`src/rtl/cc_mux21_arbiter.sv`:
```
// Round-robin arbiter that shares one 2:1 mux datapath between two
// valid/ready requesters, feeding a one-entry registered output stage.
// The current owner may hold the grant for up to BURST_MAX back-to-back
// words while the other side is requesting; a lone requester is never
// throttled. Sustains one transfer per cycle (drain and load overlap).
module cc_mux21_arbiter #(
    parameter int NUMBER_DATAWIDTH = 8,
    parameter int BURST_MAX        = 4
) (
    input  logic                        CC_MUXARB_CLOCK_50,
    input  logic                        CC_MUXARB_RESET_InLow,
    input  logic                        CC_MUXARB_valid1_In,
    input  logic [NUMBER_DATAWIDTH-1:0] CC_MUXARB_data1_InBUS,
    output logic                        CC_MUXARB_ready1_Out,
    input  logic                        CC_MUXARB_valid2_In,
    input  logic [NUMBER_DATAWIDTH-1:0] CC_MUXARB_data2_InBUS,
    output logic                        CC_MUXARB_ready2_Out,
    output logic [NUMBER_DATAWIDTH-1:0] CC_MUXARB_z_OutBUS,
    output logic                        CC_MUXARB_valid_Out,
    input  logic                        CC_MUXARB_ready_In,
    output logic                        CC_MUXARB_select_OutBUS
);

    localparam int CW = $clog2(BURST_MAX + 1);
    localparam logic [CW-1:0] CNT_MAX = CW'(BURST_MAX);

    typedef enum logic [1:0] {
        IDLE = 2'd0,
        OWN1 = 2'd1,
        OWN2 = 2'd2
    } state_t;

    state_t                      state_q;
    logic [CW-1:0]               cnt_q;
    logic [CW-1:0]               cnt_d;
    logic                        last2_q;   // 1: most recent winner was requester 2
    logic [NUMBER_DATAWIDTH-1:0] z_q;
    logic                        valid_q;
    logic                        select_q;

    logic                        can_load;
    logic                        cnt_at_max;
    logic                        win1;
    logic                        win2;
    logic                        take1;
    logic                        take2;
    logic                        same_owner;
    logic [NUMBER_DATAWIDTH-1:0] mux_data;

    assign can_load   = !valid_q || CC_MUXARB_ready_In;
    assign cnt_at_max = (cnt_q >= CNT_MAX);

    // Winner selection: tie-break on last winner when idle, burst limit while owned
    always_comb begin
        win1 = 1'b0;
        win2 = 1'b0;
        if (can_load) begin
            case (state_q)
                IDLE: begin
                    if (CC_MUXARB_valid1_In && CC_MUXARB_valid2_In) begin
                        win1 = last2_q;
                        win2 = !last2_q;
                    end else begin
                        win1 = CC_MUXARB_valid1_In;
                        win2 = CC_MUXARB_valid2_In;
                    end
                end
                OWN1: begin
                    if (CC_MUXARB_valid1_In && (!cnt_at_max || !CC_MUXARB_valid2_In))
                        win1 = 1'b1;
                    else if (CC_MUXARB_valid2_In)
                        win2 = 1'b1;
                end
                OWN2: begin
                    if (CC_MUXARB_valid2_In && (!cnt_at_max || !CC_MUXARB_valid1_In))
                        win2 = 1'b1;
                    else if (CC_MUXARB_valid1_In)
                        win1 = 1'b1;
                end
                default: begin
                    win1 = 1'b0;
                    win2 = 1'b0;
                end
            endcase
        end
    end

    // Readies are gated by reset so nothing is accepted while it is asserted
    assign CC_MUXARB_ready1_Out = CC_MUXARB_RESET_InLow && win1;
    assign CC_MUXARB_ready2_Out = CC_MUXARB_RESET_InLow && win2;

    assign take1 = CC_MUXARB_valid1_In && CC_MUXARB_ready1_Out;
    assign take2 = CC_MUXARB_valid2_In && CC_MUXARB_ready2_Out;

    // Shared 2:1 datapath steered by the grant
    assign mux_data = take2 ? CC_MUXARB_data2_InBUS : CC_MUXARB_data1_InBUS;

    // Burst counter: extend the run for the same owner, restart at 1 on a handover
    always_comb begin
        same_owner = (state_q == OWN1 && take1) || (state_q == OWN2 && take2);
        cnt_d      = CW'(1);
        if (same_owner)
            cnt_d = cnt_at_max ? cnt_q : cnt_q + 1'b1;
    end

    // Ownership FSM and registered output stage
    always_ff @(posedge CC_MUXARB_CLOCK_50 or negedge CC_MUXARB_RESET_InLow) begin
        if (!CC_MUXARB_RESET_InLow) begin
            state_q  <= IDLE;
            cnt_q    <= '0;
            last2_q  <= 1'b1;
            z_q      <= '0;
            valid_q  <= 1'b0;
            select_q <= 1'b0;
        end else if (take1 || take2) begin
            z_q      <= mux_data;
            valid_q  <= 1'b1;
            select_q <= take2;
            last2_q  <= take2;
            state_q  <= take2 ? OWN2 : OWN1;
            cnt_q    <= cnt_d;
        end else begin
            if (valid_q && CC_MUXARB_ready_In)
                valid_q <= 1'b0;
            if (can_load && !CC_MUXARB_valid1_In && !CC_MUXARB_valid2_In) begin
                state_q <= IDLE;
                cnt_q   <= '0;
            end
        end
    end

    assign CC_MUXARB_z_OutBUS      = z_q;
    assign CC_MUXARB_valid_Out     = valid_q;
    assign CC_MUXARB_select_OutBUS = select_q;

endmodule

```
`config.mk`:
```
export PLATFORM = sky130hd
export DESIGN_NAME = cc_mux21_arbiter
export DESIGN_NICKNAME = d
export VERILOG_FILES = /design/src/rtl/cc_mux21_arbiter.sv
export SDC_FILE = /design/constraint.sdc
export NUM_CORES = 1
export LEC_CHECK = 0
export ABC_AREA = 1
export CELL_PAD_IN_SITES_DETAIL_PLACEMENT = 0
export CELL_PAD_IN_SITES_GLOBAL_PLACEMENT = 1
export CORE_ASPECT_RATIO = 0.9
export CORE_MARGIN = 1
export CORE_UTILIZATION = 30
export CTS_CLUSTER_DIAMETER = 40
export DETAILED_ROUTE_END_ITERATION = 8
export HOLD_SLACK_MARGIN = 0.15
export PLACE_DENSITY = 0.84
export SKIP_CTS_REPAIR_TIMING = 1
export SLEW_MARGIN = 30
export SYNTH_ARGS = -nofsm -noshare
export SYNTH_HDL_FRONTEND = slang
export SYNTH_SLANG_ARGS = --single-unit
```
`constraint.sdc`:
```
create_clock -name CC_MUXARB_CLOCK_50 -period 1.5 [get_ports CC_MUXARB_CLOCK_50]
set_input_delay 0.3 -clock CC_MUXARB_CLOCK_50 [delete_from_list [all_inputs] [get_ports CC_MUXARB_CLOCK_50]]
set_output_delay 0.3 -clock CC_MUXARB_CLOCK_50 [all_outputs]
set_load 0.05 [all_outputs]
```
-- Yosys cells after proc, flatten, opt, wreduce, memory -nomap -nowiden
Cells that the tools add are included.
- register bits: 16
- input bits: 21
- output and inout bits: 12
- word-level logic and storage cells: 59
- add/subtract/negate cells: 1
- order comparisons: 1
- equal/unequal tests: 3
- muxes and demuxes: 22
- reductions and logical operators: 26
- operators with widths (cell ; number):
    $logic_and 1x1->1 ; 12
    $mux 1 ; 12
    $mux 3 ; 4
    $mux 8 ; 1
    $mux 2 ; 3
    $pmux 1 s3 ; 2
    $logic_not 1->1 ; 5
    $logic_or 1x1->1 ; 5
    $reduce_bool 2->1 ; 2
    $add 3x1->3 const B ; 1
    $ge 3x3->1 const B ; 1
    $ne 3x3->1 const B ; 1
    $eq 2x1->1 const B ; 1
    $eq 2x2->1 const B ; 1
    $logic_not 2->1 ; 1
    $reduce_and 2->1 ; 1

-- Longest topological paths before layout
- word-level depth: 13
- depth in mapped cells: 10
- gate-level depth less buffers: 10

-- Least setup slack after synthesis
OpenSTA, ideal clock, no wires.
- path kind: reg2out
- start: register valid_q, in the netlist CC_MUXARB_valid_Out
- end: output port CC_MUXARB_ready1_Out
- arrival: 1.450 ns
- data required time: 1.200 ns
- path slack: -0.250 ns
- stages on the path, launching flop included: 6
- path buffers: 0
- cell sequence: dfrtp_1 -> nand2_1 -> nand3_2 -> nor2_1 -> nand2_2 -> inv_1
- longest elaborated chain between the ends: 4
- RTL lines (element ; line ; text):
    from (decl) ; 38 ; logic valid_q;
    from (signal assigned) ; 113 ; valid_q <= 1'b0;
    from (signal assigned) ; 117 ; valid_q <= 1'b1;
    from (signal assigned) ; 124 ; valid_q <= 1'b0;
    $logic_not 1->1 ; 50 ; assign can_load = !valid_q || CC_MUXARB_ready_In;
    $logic_or 1x1->1 ; 50 ;
    $mux 1 ; 57 ; if (can_load) begin
    $logic_and 1x1->1 ; 89 ; assign CC_MUXARB_ready1_Out = CC_MUXARB_RESET_InLow && win1;
    to (decl) ; 14 ; output logic CC_MUXARB_ready1_Out,
No other way between the ends.

-- Worst setup path in the final report
- start: register state_q[0]
- end: output port CC_MUXARB_ready1_Out
- longest elaborated chain between the ends: 4
- elaborated cells on any way between the ends: 6
- those cells by class: 2 x eq/ne; 2 x mux; 2 x reduce/logical
- RTL lines (element ; line ; text):
    from (decl) ; 33 ; state_t state_q;
    from (signal assigned) ; 120 ; state_q <= take2 ? OWN2 : OWN1;
    $eq 2x2->1 (tied with other cells) ; 58 ; case (state_q)
    $pmux 1 s3 (*) ; 58 ;
    $mux 1 (*) ; 57 ;
    $logic_and 1x1->1 (*) ; 89 ;
Mark *: on every way between the ends. The rest lies on a longest branch, timed or not.

==> results.toml <==
[critical_path]
critPathKind = "reg -> out"
critPathRequiredTime_ns = 1.20
critPathLaunchType = "register"
end_kind = "output port"
worstPathArrival_ns = 1.41
cp_max_fo = 6

[finish]
diodes = 0
fin_nets = 189
multi_input_area_um2 = 458
seq_area_um2 = 407
drive_gt1_frac = 0.345
fillCellCount = 254
area_growth_pct = 78.8
postLayoutCoreUtil = 0.571
fin_area_um2 = 1580

[timing]
fin_crit_ns = 1.71
postLayoutSetupSlackWorst_ns = -0.213
slew_headroom = 0.855
fmaxAchievable_mhz = 584
finClkSkew_ns = 0.000851
final.period_utilization = 1.14
hold_viol = 0
rsz0062_at_grt = "yes"
maxSlewViolCount = 0
tightestPinTransition_ns = 0.218
setup_viol = 14

[routing]
wl_um = 2360
first_pass_iters = 4
drcViolationCount = 0
first_iter_violations = 27
vias = 914
wl_per_cell_um = 11.5
viasPerCell = 4.46
drtAntennaViolNets = 0

[clock_network]
cts_tree = "yes"
cts_made_buffers = 3
clock_path_buffers = 2
htree_num_levels = 1
clkSinkCount = 16
clk_pin_slew_ns = 0.11
clock_latency_ns = 0.29
cts_root_buffer = "clkbuf_4"

[floorplanning]
io_pins = 33
die_w_um = 59.2
num_rows = 18
initial_utilization = 0.319
dieArea_um2 = 3170
dieHeight_um = 53.5
core_area_um2 = 2770

[synth]
ys_warn_count = 0
ys_seq_area_frac = 0.454
synth_cell_types = 19
synth_nets = 137
ys_ff_latch = 16
yosysMostFrequentCell = "nand2_1"
synth_area_leaders = "dfrtp_1 (42%), nand2_1 (13%), a21oi_1 (5.1%)"
synth-edff-count = 0
synth_top_area_frac = 0.424
syn_inst = 114
synth.top_cells.by_count = "nand2_1 (31), dfrtp_1 (15), inv_1 (12)"
ys.flop_type = "dfrtp_1"
synthArstFlopShare = 1.00
synth_area_leader_cell = "dfrtp_1"
synth_area_per_cell_um2 = 7.76
synth_area_um2 = 885

[place]
io_buffers = 32
place.gp.congestion = 0.771
place_hpwl_um = 1800
dpl_cell_area_um2 = 1470

[flow_run]
maxCapViolations = 0

[power_and_ir_drop]
p_sw_frac = 0.456
p_per_area_nw_per_um2 = 2030
peakVddDrop_uv = 1040
clockPowerShare = 0.093
p_leak_nw = 0.764
p_int_w = 0.00175
p_comb_frac = 0.642
pwr-share-seq = 0.265
power.net_switching_w = 0.00147

[global_routing]
antenna_found_initial = 0
grt_start_max_net_pins = 17
grt_pass1_wl_um = 3680
grt_pass1_vias = 794
grt_overflow_total = 0
track_usage = 0.158

[status]
violations = "setup timing"
status = "finished, violations left"

[hold_path]
min_path_type = "in -> async"
-- worst max-delay path: stages (launching register included) --
cell and delay, ns:
dfrtp_2 0.48, nand2_2 0.10, nand3_4 0.10, nor2_4 0.16
nand2_4 0.07, clkinvlp_4 0.09, buf_12 0.13
-- power by group through the flow --
stage	logic (W)	clock network [W]	registers, W
after floorplan	0.000616	0	0.00124
after global placement	0.00195	0	0.000845
after detailed placement	0.00198	0	0.000847
after CTS	0.00198	0.000312	0.000841
after global routing	0.00219	0.000323	0.000889
final	0.00207	0.000299	0.000854
-- sequential cells by signal, summed over array words and instances (netlist names) --
| signal | flops |
|---|---|
| CC_MUXARB_select_OutBUS | 1 |
| CC_MUXARB_valid_Out | 1 |
| cnt_q | 3 |
| CC_MUXARB_z_OutBUS | 8 |
| last2_q | 1 |
| state_q | 2 |
-- final cells by class --
cell class                 instances  share of cell area
timing repair buffer              49               0.364
multi-input combinational         83               0.290
sequential                        16               0.257
inverter                          13              0.0348
tap                               40              0.0316
clock buffer                       4              0.0229
-- placed cells by master (no fill, tap or decap), types with 2 or more instances in the layout --
cell type        synthesis  final
a21oi_1                  9      8
buf_12                   0     12
buf_4                    1     17
clkbuf_4                 0      3
clkdlybuf4s50_1          0     17
dfrtp_1                 15     11
dfrtp_2                  0      4
dlymetal6s2s_1           0      3
ha_1                     2      2
inv_1                   12     10
nand2_1                 31     28
nand2_2                  2      4
nand2_4                  2      3
nand3_1                  7      6
nand3_2                  2      2
nand4_1                  2      2
nor2_1                  11      9
nor2_2                   2      2
nor2_4                   1      3
o21ai_0                  3      2
o21ai_1                  9     10
-- path summary, 6_finish.rpt --
path	slack, ns	depth (start not counted)	start	end
max in group asynchronous	0.81	2	CC_MUXARB_RESET_InLow	last2_q
min in group CC_MUXARB_CLOCK_50	0.45	5	CC_MUXARB_ready_In	CC_MUXARB_valid_Out
min	0.45	2	CC_MUXARB_RESET_InLow	CC_MUXARB_z_OutBUS[3]
min reg2reg	0.51	2	cnt_q[1]	cnt_q[1]
max reg2reg	-0.15	10	state_q[0]	cnt_q[2]
max	-0.21	6	state_q[0]	CC_MUXARB_ready1_Out
-- stage by stage --
step	power, W	hold WS [ns]	TNS, ns	worst slack [ns]	std cells
after floorplan	0.00186	0.00441	0	0.0236	114
after detailed placement	0.00282	0.493	-4.02	-0.345	195
after global placement	0.00279	0.481	-3.35	-0.302	195
final	0.00322	0.445	-1.16	-0.213	205
after CTS	0.00313	0.445	-0.604	-0.347	199
after global routing	0.00340	0.456	-2.62	-0.289	205
-- metal layers --
metal	global-route usage	vias up	wire length, um
li1	-	465	-
met1	0.222	426	1060
met2	0.249	21	1200
met3	0.0293	2	90
met4	0.0357	0	12
met5	0	-	0
-- cell families (layout without fill, tap and decap cells) --
family                   count (synthesis)  count (layout)  synth area share
buffers and inverters                   15              66            0.0778
flip-flops                              16              16             0.454
adder cells (fa/ha/maj)                  2               2            0.0283
AO/OA/AOI/OAI                           21              21             0.119
AND/OR/NAND/NOR                         60              60             0.321
(Power assumes the default switching activity.)
